--- src/rtl/spi_slave_miso_tx.sv ---
// Slave-side SPI mode-0 transmitter: oversamples SCLK/CS_N, serialises words from a
// one-word holding buffer onto a registered MISO with tristate enable.
module spi_slave_miso_tx #(
  parameter int WIDTH       = 8,
  parameter bit MSB_FIRST   = 1'b1,
  parameter int SYNC_STAGES = 2
) (
  input  logic             clk,
  input  logic             clrn,
  input  logic [WIDTH-1:0] data_in,
  input  logic             load,
  output logic             ready,
  input  logic             sclk_in,
  input  logic             cs_n_in,
  output logic             miso,
  output logic             miso_oe,
  output logic             busy,
  output logic             done,
  output logic             underrun,
  output logic             abort
);

  localparam int CNT_W = $clog2(WIDTH + 1);
  localparam logic [CNT_W-1:0] CNT_MAX = CNT_W'(WIDTH);

  typedef enum logic {
    S_IDLE  = 1'b0,
    S_SHIFT = 1'b1
  } state_t;

  state_t r_state;
  state_t w_state_next;

  logic [SYNC_STAGES-1:0] r_sclk_sync;
  logic [SYNC_STAGES-1:0] r_cs_sync;
  logic                   r_sclk_prev;
  logic                   r_cs_prev;

  logic [WIDTH-1:0]       r_buf;
  logic                   r_buf_full;
  logic [WIDTH-1:0]       r_shreg;
  logic [CNT_W-1:0]       r_bit_cnt;
  logic                   r_miso;
  logic                   r_done;
  logic                   r_underrun;
  logic                   r_abort;

  logic                   w_sclk;
  logic                   w_cs_n;
  logic                   w_sclk_rise;
  logic                   w_sclk_fall;
  logic                   w_cs_rise;
  logic                   w_cs_fall;
  logic                   w_load_acc;
  logic                   w_start;
  logic                   w_take;
  logic                   w_underrun;
  logic                   w_word_end;
  logic                   w_shift;
  logic                   w_count;
  logic                   w_exit;
  logic                   w_abort;
  logic                   w_shreg_out;
  logic [WIDTH-1:0]       w_shreg_shifted;

  // Synchronisers idle at the bus-quiet levels so a reset release never looks like an edge.
  always_ff @(posedge clk or negedge clrn) begin
    if (!clrn) begin
      r_sclk_sync <= '0;
      r_cs_sync   <= '1;
      r_sclk_prev <= 1'b0;
      r_cs_prev   <= 1'b1;
    end else begin
      r_sclk_sync <= {r_sclk_sync[SYNC_STAGES-2:0], sclk_in};
      r_cs_sync   <= {r_cs_sync[SYNC_STAGES-2:0], cs_n_in};
      r_sclk_prev <= w_sclk;
      r_cs_prev   <= w_cs_n;
    end
  end

  assign w_sclk      = r_sclk_sync[SYNC_STAGES-1];
  assign w_cs_n      = r_cs_sync[SYNC_STAGES-1];
  assign w_sclk_rise = w_sclk & ~r_sclk_prev;
  assign w_sclk_fall = ~w_sclk & r_sclk_prev;
  assign w_cs_rise   = w_cs_n & ~r_cs_prev;
  assign w_cs_fall   = ~w_cs_n & r_cs_prev;

  generate
    if (MSB_FIRST) begin : g_msb_first
      assign w_shreg_out     = r_shreg[WIDTH-1];
      assign w_shreg_shifted = {r_shreg[WIDTH-2:0], 1'b0};
    end else begin : g_lsb_first
      assign w_shreg_out     = r_shreg[0];
      assign w_shreg_shifted = {1'b0, r_shreg[WIDTH-1:1]};
    end
  endgenerate

  always_ff @(posedge clk or negedge clrn) begin
    if (!clrn) begin
      r_state <= S_IDLE;
    end else begin
      r_state <= w_state_next;
    end
  end

  always_comb begin
    w_state_next = r_state;
    case (r_state)
      S_IDLE:  if (w_cs_fall) w_state_next = S_SHIFT;
      S_SHIFT: if (w_cs_rise) w_state_next = S_IDLE;
      default: w_state_next = S_IDLE;
    endcase
  end

  // cs_n rising wins over any sclk edge seen in the same cycle.
  always_comb begin
    w_exit     = 1'b0;
    w_abort    = 1'b0;
    w_word_end = 1'b0;
    w_shift    = 1'b0;
    w_count    = 1'b0;
    w_start    = 1'b0;
    case (r_state)
      S_IDLE: begin
        w_start = w_cs_fall;
      end
      S_SHIFT: begin
        if (w_cs_rise) begin
          w_exit  = 1'b1;
          w_abort = (r_bit_cnt != '0);
        end else if (w_sclk_fall) begin
          if (r_bit_cnt == CNT_MAX) begin
            w_word_end = 1'b1;
            w_start    = 1'b1;
          end else begin
            w_shift = 1'b1;
          end
        end else if (w_sclk_rise) begin
          w_count = (r_bit_cnt < CNT_MAX);
        end
      end
      default: begin
        w_exit = 1'b0;
      end
    endcase
  end

  assign w_take     = w_start & r_buf_full;
  assign w_underrun = w_start & ~r_buf_full;
  assign w_load_acc = load & ~r_buf_full;

  // A load and a transfer can never coincide: one needs the buffer empty, the other full.
  always_ff @(posedge clk or negedge clrn) begin
    if (!clrn) begin
      r_buf      <= '0;
      r_buf_full <= 1'b0;
    end else begin
      if (w_load_acc) begin
        r_buf      <= data_in;
        r_buf_full <= 1'b1;
      end else if (w_take) begin
        r_buf_full <= 1'b0;
      end
    end
  end

  always_ff @(posedge clk or negedge clrn) begin
    if (!clrn) begin
      r_shreg   <= '0;
      r_bit_cnt <= '0;
    end else begin
      if (w_exit) begin
        r_shreg   <= '0;
        r_bit_cnt <= '0;
      end else if (w_start) begin
        r_shreg   <= r_buf_full ? r_buf : '0;
        r_bit_cnt <= '0;
      end else begin
        if (w_shift) r_shreg <= w_shreg_shifted;
        if (w_count) r_bit_cnt <= r_bit_cnt + CNT_W'(1);
      end
    end
  end

  // MISO trails the shift register by one cycle and is forced low outside a word.
  always_ff @(posedge clk or negedge clrn) begin
    if (!clrn) begin
      r_miso     <= 1'b0;
      r_done     <= 1'b0;
      r_underrun <= 1'b0;
      r_abort    <= 1'b0;
    end else begin
      r_miso     <= (r_state == S_SHIFT && !w_exit) ? w_shreg_out : 1'b0;
      r_done     <= w_word_end;
      r_underrun <= w_underrun;
      r_abort    <= w_abort;
    end
  end

  assign ready    = ~r_buf_full;
  assign miso     = r_miso;
  assign miso_oe  = (r_state == S_SHIFT);
  assign busy     = (r_state == S_SHIFT);
  assign done     = r_done;
  assign underrun = r_underrun;
  assign abort    = r_abort;

endmodule

--- config.mk ---
export PLATFORM = sky130hd
export DESIGN_NAME = spi_slave_miso_tx
export DESIGN_NICKNAME = d
export VERILOG_FILES = /design/src/rtl/spi_slave_miso_tx.sv
export SDC_FILE = /design/constraint.sdc
export NUM_CORES = 1
export LEC_CHECK = 0
export ABC_AREA = 1
export CAP_MARGIN = 20
export CORE_MARGIN = 10
export CORE_UTILIZATION = 65
export CTS_CLUSTER_SIZE = 14
export DETAILED_ROUTE_END_ITERATION = 10
export DONT_BUFFER_PORTS = 1
export MAX_ROUTING_LAYER = met4
export PLACE_DENSITY = 0.93
export RECOVER_POWER = 100
export REMOVE_ABC_BUFFERS = 1
export SLEW_MARGIN = 10
export SYNTH_ARGS = -nofsm -noshare
export SYNTH_HDL_FRONTEND = slang
export SYNTH_SLANG_ARGS = --single-unit
--- constraint.sdc ---
create_clock -name clk -period 3.4 [get_ports clk]
set_clock_uncertainty 0.05 [all_clocks]
set_input_delay 0.34 -clock clk [delete_from_list [all_inputs] [get_ports clk]]
set_output_delay 0.34 -clock clk [all_outputs]
set_load 0.005 [all_outputs]
Word-level counts from Yosys, hierarchy flattened
Index checks and enable logic that the tools add are counted.
{"block": "totals", "input_bits": 13, "mem_bits_ro": 0, "latch_bits": 0, "reg_bits": 32, "word_cells": 65, "mem_count": 0, "mem_bits_rw": 0, "out_inout_bits": 7}
{"block": "classes", "add_sub_neg": 1, "div": 0, "multipliers": 0, "n_mux": 30, "shift": 0, "bitwise_logic": 13, "n_eq_ne": 1, "n_reduce_logical": 6, "n_lt_le_gt_ge": 1}
{"op": "8-bit two-way mux", "count": 4}
{"op": "1-bit two-way mux", "count": 21}
{"op": "4-bit two-way mux", "count": 3}
{"op": "1-bit AND", "count": 7}
{"op": "1-bit NOT", "count": 6}
{"op": "3-bit nonzero test", "count": 2}
{"op": "4-bit by 1-bit adder with 4-bit output (second input constant)", "count": 1}
{"op": "4-bit equality test (second input constant)", "count": 1}
{"op": "4-bit less-than comparator (second input constant)", "count": 1}
{"op": "1-bit case mux with 2 select lines", "count": 2}
{"op": "4-bit nonzero test", "count": 1}
{"op": "2-bit nonzero test", "count": 1}
{"op": "1-bit logical AND", "count": 1}
{"op": "1-bit logical NOT", "count": 1}

Depth between registers and ports, before layout
Gate-level depths: netlist (run 1).
{"block": "logic_depth", "word_depth": 9, "ltp_mapped": 10, "depth_no_buf": 10}

Worst setup path before layout (run 1)
OpenSTA, ideal clock, no wires.
{"block": "synth_path", "path_type": "register to register", "startpoint": "register r_bit_cnt[0]", "endpoint": "register r_bit_cnt[2]", "path_stages_with_launch": 10, "path_slack_ps": 1995, "path_buffers": 0, "arrival_ps": 1237, "required_ps": 3232, "period_less_slack_ps": 1405, "setup_ps": 118, "cell_sequence": "dfrtp_1 inv_1 ha_1 nand2_1 nor2_1 nand3_4 nand2_8 inv_2 nand2_2 nor2_1"}
{"block": "synth_between", "elab_chain_cells": 7, "word_cells_on_any_way": 15, "classes_between": "add/sub: 1; order compare: 1; eq/ne: 1; mux: 11; reduce/logical: 1"}
{"item": "start, declared", "line_no": "42", "rtl": "logic [CNT_W-1:0] r_bit_cnt;"}
{"item": "start signal, assigned", "line_no": "180", "rtl": "if (w_count) r_bit_cnt <= r_bit_cnt + CNT_W'(1);"}
{"item": "4-bit equality test", "line_no": "132", "rtl": "if (r_bit_cnt == CNT_MAX) begin"}
{"item": "1-bit two-way mux", "line_no": "132"}
{"item": "1-bit two-way mux", "line_no": "131", "rtl": "end else if (w_sclk_fall) begin"}
{"item": "1-bit two-way mux", "line_no": "128", "rtl": "if (w_cs_rise) begin"}
{"item": "1-bit case mux with 2 select lines", "line_no": "123", "rtl": "case (r_state)"}
{"item": "4-bit two-way mux", "line_no": "175", "rtl": "end else if (w_start) begin"}
{"item": "4-bit two-way mux", "line_no": "172", "rtl": "if (w_exit) begin"}
Several ways; a longest one is shown, not always the timed one. The select of a mux whose other input is x is not followed.
A chain may end at the register's enable or synchronous reset.

==> impl_metrics.py, run 1 <==
metrics = {
    "clocking": {
        "root_buffer": "clkbuf_4",
        "ctsResizeCount": 0,
        "htreeDepth": 2,
        "cts_buffers": 5,
        "cts.clk_slew.worst_paths_ps": 100,
        "cts_tree": "done",
        "numClockSinks": 32,
        "insertion_delay_ps": 330,
        "clockBufferDepth": 2,
    },
    "detailed_routing": {
        "firstDrtPassIters": 4,
        "totalWireLength_um": 2510,
        "detail-route-antenna-nets": 0,
        "vias": 960,
        "routed_via_density": 5.11,
        "wire_per_inst_um": 13.3,
        "drc": 0,
        "drt_iter0_drc": 41,
    },
    "logic_synthesis": {
        "yosys-top-cells-count": "nand2_1 (53), dfrtp_1 (29), inv_1 (18), nand3_1 (9), mux2_2 (8)",
        "syn-instance-count": 150,
        "netlist_area_um2": 1450,
        "yosys.area.top_type": "dfrtp_1",
        "yosysMostFrequentCell": "nand2_1",
        "yosysSeqAreaShare_pct": 55.3,
        "synthFlopType": "dfrtp_1",
        "avgSynthCellArea_um2": 9.69,
        "synth_edf_count": 0,
        "yosysTopAreaCellShare_pct": 49.9,
        "yosysWarningCount": 0,
        "synth-async-reset-ratio_pct": 100,
        "ys_seq_elements": 32,
        "ys_types": 24,
        "yosys-top-cells-area": "dfrtp_1 (50%), nand2_1 (14%), mux2_2 (6.2%)",
    },
    "critical_path": {
        "path_buf_inv": 2,
        "r2r-end": "r_bit_cnt[2]",
        "cp_num_cells": 2,
        "r2r_start": "r_bit_cnt[0]",
        "r2r_cells": 9,
        "cp_top_family": "buffers and inverters",
        "worst-path-max-fanout": 32,
        "cpPeakStageDelay_ps": 1200,
        "path_cells": "dlygate4sd3_1 -> clkbuf_1",
        "cp.required_ps": 3500,
        "arrival_ps": 2090,
        "critPathKind": "input pin to async pin",
        "setup.worst_path.end": "r_shreg[5]",
        "endpoint_kind": "async pin",
        "reg2reg_slack_ps": 1470,
        "slowest_stage": "clkbuf_1",
        "cp-startpoint": "clrn",
        "cp-start-kind": "input pin",
    },
    "finish": {
        "nNetsFinal": 174,
        "final_util_pct": 71.6,
        "postLayoutCellArea_um2": 1550,
        "area_growth_pct": 6.88,
        "num-fill-cells": 175,
        "layout-drive-gt1-share_pct": 15.0,
        "antenna_cells": 0,
    },
    "power": {
        "combPwrFrac_pct": 23.7,
        "switching_share_pct": 31.5,
        "power.switching_mw": 0.352,
        "p_leak_nw": 0.833,
        "intPower_mw": 0.767,
        "peakVddDrop_v": 0.000501,
        "power_frac_seq_pct": 50.7,
        "pwr-share-clk_pct": 25.6,
        "p_per_area_nw_per_um2": 720,
    },
    "grt": {
        "grt_pass1_wl_um": 4340,
        "grt_pass1_vias": 999,
        "grt_overflow": 0,
        "track_usage_pct": 13.4,
        "antenna_found_initial": 0,
        "grt_max_degree": 33,
    },
    "floorplanning": {
        "core-area_um2": 2170,
        "rows": 17,
        "die-area_um2": 4530,
        "die_x_um": 67.3,
        "start_util_pct": 67.0,
        "fp.dieH_um": 67.3,
        "io_pins": 20,
    },
    "place": {
        "pre_cts_slack_ps": 1850,
        "hpwl_um": 1820,
        "place_congestion": 0.819,
        "postPlaceCellArea_um2": 1480,
        "io_buffers": 0,
    },
    "status": {
        "failed_checks": "max-capacitance violations, max-slew violations",
        "status": "complete, but fails checks",
    },
    "timing": {
        "fin_ws_ps": 1410,
        "period_minus_slack_ps": 1990,
        "period_share_pct": 58.6,
        "hold_viol": 0,
        "setup-violations-final": 0,
        "rsz0062_at_grt": "false",
        "whs_ps": 95.6,
        "worstMarginPinSlew_ps": 1660,
        "slew_headroom_pct": -10.9,
        "tns_ps": 0,
        "slew_viol_final": 33,
        "clock.fmax_mhz": 502,
    },
    "job": {
        "maxCapViolCount": 1,
    },
    "hold_path": {
        "hp-class": "input pin to flip-flop",
    },
}
==> metal layers <==
metal  wire, µm  GRT usage, %
met3        170          5.12
met4         63          7.95
met2       1150          20.0
met1       1120          14.8
met5          0             -
==> cells by family after synthesis <==
kind of cell	after synthesis	synth area share (%)
buffers and inverters	22	6.02
flip-flops	32	55.3
adder cells (fa/ha/maj)	2	1.72
multiplexers	8	6.20
XOR/XNOR	1	0.603
AND/OR/NAND/NOR	78	26.1
AO/OA/AOI/OAI	7	4.04
==> worst reg2reg max path, delay by kind of cell (launching register included) <==
kind | cells | cell delay [ps]
adder cells (fa/ha/maj) | 1 | 190
buffers and inverters | 2 | 210
flip-flops | 1 | 410
AND/OR/NAND/NOR | 6 | 970
==> sequential cells by signal, indices dropped and copies added (netlist names), 2 cells and up <==
| signal | cells |
|---|---|
| r_bit_cnt | 4 |
| r_shreg | 8 |
| r_sclk_sync | 2 |
| r_buf | 8 |
| r_cs_sync | 2 |
==> power by group through the flow <==
stage | Sequential, mW | Combinational (mW) | Clock, mW
CTS | 0.568 | 0.279 | 0.292
global placement | 0.568 | 0.250 | 0
detailed placement | 0.575 | 0.263 | 0
floorplan | 0.554 | 0.228 | 0
global route | 0.584 | 0.312 | 0.311
finish | 0.567 | 0.265 | 0.287
==> metrics by stage <==
step,cells,power (mW)
floorplan,148,0.782
global placement,176,0.818
detailed placement,176,0.838
CTS,188,1.14
global route,188,1.21
finish,188,1.12
==> worst min-delay path by stage <==
stage | depth (start not counted) | endpoint | slack (ps) | start
floorplan | 0 | abort | -6 | clrn
global placement | 0 | abort | -5 | clrn
detailed placement | 0 | busy | -4 | clrn
CTS | 1 | r_buf[5] | 80 | data_in[5]
global route | 1 | r_buf[3] | 70 | data_in[3]
finish | 1 | r_buf[1] | 100 | data_in[1]
==> cell usage in the layout (no fill, tap or decap), types with 3 or more instances in the layout <==
cell type,count
dfrtp_1,29
nand3_1,10
mux2_2,8
nand2_1,56
nor2_1,6
dlygate4sd3_1,3
inv_1,19
clkbuf_4,5
a21oi_1,3
==> area by class of cell <==
type	count	area [µm²]	area share, %
multi-input combinational	96	526	33.8
clock buffer	5	37.5	2.42
inverter	20	75.1	4.83
clock inverter	3	42.5	2.74
sequential	32	805	51.8
tap	28	35.0	2.25
timing repair buffer	4	33.8	2.17
==> what timing repair did <==
action | CTS | global route
hold buffers | 4 | 0
endpoints found under the hold margin | 34 | 0
buffers inserted | 0 | 0
Power figures use the tool's default switching activity.
==> run 2, diff against run 1 <==
- CORE_UTILIZATION: 65 -> 61
- PLACE_DENSITY: 0.93 -> 0.89
- clock period: 3.4 -> 2 ns (I/O delays scaled with it)
==> impl_metrics.py, run 2 (synthesis results as in run 1) <==
metrics = {
    "grt": {
        "grt_pass1_wl_um": 4750,
        "grt_overflow": 0,
        "grt_pass1_vias": 1055,
        "grt_max_degree": 33,
        "antenna_found_initial": 0,
        "track_usage_pct": 14.0,
    },
    "floorplanning": {
        "fp.dieH_um": 68.8,
        "die-area_um2": 4740,
        "die_x_um": 68.8,
        "start_util_pct": 65.1,
        "io_pins": 20,
        "rows": 17,
        "core-area_um2": 2230,
    },
    "finish": {
        "area_growth_pct": 13.5,
        "layout_common_cells": "nand2_1 (56), dfrtp_1 (29), inv_1 (19), dlygate4sd3_1 (11), nand3_1 (9)",
        "largestRegisters": "r_buf x8, r_shreg x8, r_bit_cnt x4",
        "nNetsFinal": 182,
        "antenna_cells": 0,
        "final_cells": 196,
        "num-fill-cells": 161,
        "layout-drive-gt1-share_pct": 14.9,
        "layout_commonest_cell": "nand2_1",
    },
    "clocking": {
        "ctsResizeCount": 0,
        "clockBufferDepth": 2,
        "cts_buffers": 5,
        "insertion_delay_ps": 340,
        "postCtsSetupBuffers": 0,
        "cts_tree": "done",
        "cts_hold_buf": 12,
        "cts.clk_slew.worst_paths_ps": 90,
        "root_buffer": "clkbuf_4",
        "numClockSinks": 32,
        "htreeDepth": 2,
    },
    "timing": {
        "tns_ps": 0,
        "slew_headroom_pct": 76.9,
        "rsz0062_at_grt": "false",
        "clock.fmax_mhz": 594,
        "hold_viol": 0,
        "slew_viol_final": 0,
        "setup-violations-final": 0,
        "fin_ws_ps": 317,
        "period_minus_slack_ps": 1680,
        "period_share_pct": 84.1,
        "worstMarginPinSlew_ps": 346,
    },
    "detailed_routing": {
        "firstDrtPassIters": 4,
        "routed_via_density": 5.12,
        "vias": 1003,
        "wire_per_inst_um": 13.7,
        "detail-route-antenna-nets": 0,
        "drc": 0,
        "totalWireLength_um": 2690,
        "drt_iter0_drc": 32,
    },
    "place": {
        "io_buffers": 0,
        "dp.cells": 176,
        "place_congestion": 0.757,
        "pre_cts_slack_ps": 416,
        "hpwl_um": 1800,
    },
    "critical_path": {
        "path_cells": "nor2_1 -> nand2_8 -> nand2_1 -> a21oi_4 -> nor2_4 -> nand2_1 -> nand2_1",
        "worst-path-max-fanout": 10,
        "endpoint_kind": "flip-flop",
        "path_buf_inv": 0,
        "critPathKind": "flip-flop to flip-flop",
        "cp_top_family": "flip-flops",
        "arrival_ps": 1860,
        "path_common_cell": "nand2_1",
        "slowest_stage": "dfstp_1",
        "cpPeakStageDelay_ps": 670,
        "cp.required_ps": 2180,
        "cp-start-kind": "flip-flop",
    },
    "power": {
        "p_per_area_nw_per_um2": 1110,
        "peakVddDrop_v": 0.000780,
        "p_leak_nw": 0.868,
    },
    "hold_path": {
        "hp-class": "input pin to flip-flop",
    },
    "status": {
        "status": "finished clean",
    },
    "job": {
        "maxCapViolCount": 0,
    },
}
run 2: routing by layer:
layer	share of wire [%]	GRT usage, %	up-vias
met5	0	-	-
met4	2.3	7.64	0
met3	9.2	5.48	7
met2	47	21.8	35
met1	41	15.0	462
li1	-	-	499
run 2: where the power goes:
part           leakage (nW)  internal [mW]  switching (mW)  total, mW
Sequential            0.401          0.837           0.130      0.967
Combinational         0.434          0.222           0.252      0.474
Clock                0.0326          0.173           0.211      0.384
Total                 0.868           1.23           0.592       1.82
run 2: worst register-to-register path: stages, from the launching register on:
cell and delay (ps):
dfstp_1 670, nor2_1 160, nand2_8 130, nand2_1 100, a21oi_4 260, nor2_4 90, nand2_1 80, nand2_1 50
run 2: path summary, 6_finish.rpt:
kind,to,from,slack [ps],cells past startpoint
worst min-delay path,r_buf_full,load,210,2
min in group asynchronous,r_bit_cnt[2],clrn,240,2
max in group asynchronous,r_cs_sync[0],clrn,1420,2
worst max register to register,r_shreg[1],r_cs_sync[1],320,7
worst max-delay path,r_shreg[1],r_cs_sync[1],320,7
worst min register to register,r_cs_sync[1],r_cs_sync[0],320,0
run 2: final cells by class:
type                            count  area [µm²]  share of cell area (%)
Sequential cell                    32         805                    48.7
Timing Repair Buffer               12         130                    7.88
Clock buffer                        8        58.8                    3.56
Tap cell                           28        35.0                    2.12
Multi-Input combinational cell     96         547                    33.1
Inverter                           20        75.1                    4.55
run 2: through the flow:
stage | total power, mW | hold WS (ps) | instance area [µm²] | utilization [%]
after floorplan | 1.33 | -146 | 1440 | -
after global placement | 1.39 | -145 | 1480 | 66.1
after detailed placement | 1.42 | -145 | 1480 | 66.1
after CTS | 1.83 | 80.1 | 1670 | 74.6
after global routing | 1.97 | 261 | 1650 | 73.9
final | 1.82 | 215 | 1650 | 73.9
==> run 3, diff against run 2 <==
- CORE_UTILIZATION: 61 -> 55
- PLACE_DENSITY: 0.89 -> 0.85
- clock period: 2 -> 1.4 ns (I/O delays scaled with it)
==> impl_metrics.py, run 3 (synthesis results as in run 1) <==
metrics = {
    "finish": {
        "layout_common_cells": "nand2_1 (50), dfrtp_1 (29), buf_4 (21), inv_1 (15), dlygate4sd3_1 (11)",
        "antenna_cells": 0,
        "multiInputGateArea_um2": 644,
        "postLayoutCellArea_um2": 1960,
        "layout_commonest_cell": "nand2_1",
        "num-fill-cells": 163,
        "seq_area_um2": 805,
        "final_cells": 224,
        "final_util_pct": 78.2,
        "layout-drive-gt1-share_pct": 36.6,
        "largestRegisters": "r_buf x8, r_shreg x8, r_bit_cnt x4",
        "nNetsFinal": 208,
        "area_growth_pct": 34.5,
    },
    "critical_path": {
        "endpoint_kind": "flip-flop",
        "cp_num_cells": 10,
        "cp_top_family": "simple AND/OR/NAND/NOR gates",
        "path_buf_inv": 2,
        "worst-path-max-fanout": 4,
        "critPathKind": "flip-flop to flip-flop",
        "path_cells": "inv_2 -> ha_4 -> nand2_4 -> nor2_4 -> nand3_4 -> buf_6 -> nand3_1 -> nand2_1 -> nand2_1 -> nand2_1",
        "r2r_cells": 10,
        "arrival_ps": 1670,
        "r2r_start": "r_bit_cnt[1]",
        "cp-start-kind": "flip-flop",
        "path_common_cell": "nand2_1",
        "reg2reg_slack_ps": -80,
        "r2r-end": "r_shreg[4]",
        "cpPeakStageDelay_ps": 400,
        "cp.required_ps": 1590,
        "slowest_stage": "dfrtp_1",
    },
    "grt": {
        "grt_pass1_vias": 1200,
        "grt_pass1_wl_um": 5330,
        "grt_max_degree": 33,
        "grt_overflow": 0,
        "antenna_found_initial": 0,
        "track_usage_pct": 13.6,
    },
    "place": {
        "hpwl_um": 1950,
        "dp.cells": 188,
        "pre_cts_slack_ps": -98.5,
        "postPlaceCellArea_um2": 1550,
        "io_buffers": 0,
        "place_congestion": 0.837,
    },
    "status": {
        "failed_checks": "negative setup slack",
        "status": "complete, but fails checks",
    },
    "clocking": {
        "htreeDepth": 2,
        "root_buffer": "clkbuf_4",
        "numClockSinks": 32,
        "insertion_delay_ps": 340,
        "clockBufferDepth": 2,
        "cts.clk_slew.worst_paths_ps": 90,
        "cts_buffers": 5,
        "cts_tree": "done",
    },
    "detailed_routing": {
        "totalWireLength_um": 3240,
        "drt_iter0_drc": 40,
        "detail-route-antenna-nets": 0,
        "routed_via_density": 4.96,
        "drc": 0,
        "firstDrtPassIters": 4,
        "wire_per_inst_um": 14.5,
        "vias": 1110,
    },
    "timing": {
        "slew_headroom_pct": 49.5,
        "period_share_pct": 106,
        "whs_ps": 11.2,
        "hold_viol": 0,
        "clock.fmax_mhz": 675,
        "slew_viol_final": 0,
        "worstMarginPinSlew_ps": 758,
        "setup-violations-final": 13,
        "fin_ws_ps": -82.1,
        "period_minus_slack_ps": 1480,
        "rsz0062_at_grt": "true",
    },
    "hold_path": {
        "hold_start": "load",
        "holdPathEnd": "r_buf_full",
        "hp-class": "input pin to flip-flop",
        "min_delay_path_depth": 2,
    },
    "power": {
        "p_leak_nw": 1.01,
        "p_per_area_nw_per_um2": 1550,
        "peakVddDrop_v": 0.00124,
    },
    "floorplanning": {
        "io_pins": 20,
        "fp.dieH_um": 71.4,
        "die_x_um": 71.4,
        "start_util_pct": 58.2,
        "core-area_um2": 2500,
        "die-area_um2": 5100,
        "rows": 18,
    },
    "job": {
        "maxCapViolCount": 0,
    },
}
-- run 3: changes by cell type in the layout (fill, tap and decap cells not counted), moves of 2 or more --
| cell | change |
|---|---|
| inv_1 | -4 |
| nand2_1 | -6 |
| inv_2 | +4 |
| buf_4 | +21 |
| nor2_1 | -3 |
| nand3_2 | +4 |
| nor2_4 | +3 |
| nand2_4 | +2 |
| buf_6 | +4 |
| nand2_2 | +4 |
| nand3_1 | -4 |
-- run 3: how the worst max path moves through the flow --
stage	startpoint	to	slack, ps
6_report	r_bit_cnt[1]	r_shreg[4]	-80
5_1_grt	r_bit_cnt[1]	r_shreg[3]	-150
4_1_cts	r_bit_cnt[1]	r_shreg[4]	-40
3_5_place_dp	r_bit_cnt[1]	r_shreg[7]	-100
3_3_place_gp	r_cs_sync[1]	r_shreg[2]	-60
2_1_floorplan	r_bit_cnt[0]	r_bit_cnt[2]	-5
-- run 3: repair_timing --
action	4_1_cts	5_1_grt
hold buffers	12	0
endpoints found under the hold margin	42	0
endpoints found under the setup margin	13	14
buffers inserted	10	5
gates cloned	1	0
resized for setup	18	8
pin swaps	9	2
-- run 3: where the power goes --
| group | leakage (nW) | total (mW) | switching [mW] | internal (mW) |
|---|---|---|---|---|
| combinational | 0.564 | 0.985 | 0.491 | 0.494 |
| sequential | 0.402 | 1.36 | 0.168 | 1.20 |
| clock | 0.0422 | 0.680 | 0.306 | 0.374 |
-- run 3: layout make-up --
cell class / instances / share of cell area [%]
timing repair buffer: 37 / 16.3
tap: 30 / 1.92
sequential: 32 / 41.1
clock buffer: 6 / 2.11
clock inverter: 2 / 1.79
multi-input combinational: 97 / 32.9
inverter: 20 / 3.84
-- run 3: routing by layer --
layer	track usage, %	vias to the layer above	wire length (µm)
met2	22.0	27	1710
met3	6.06	12	195
met4	7.96	0	78
li1	-	553	-
met5	-	-	0
met1	13.4	518	1250
-- run 3: stage by stage --
stage	TNS (ps)	total power, mW
after floorplan	-6.15	1.90
after global placement	-474	2.08
after detailed placement	-911	2.13
after CTS	-277	2.95
after global routing	-1680	3.24
final	-651	3.03
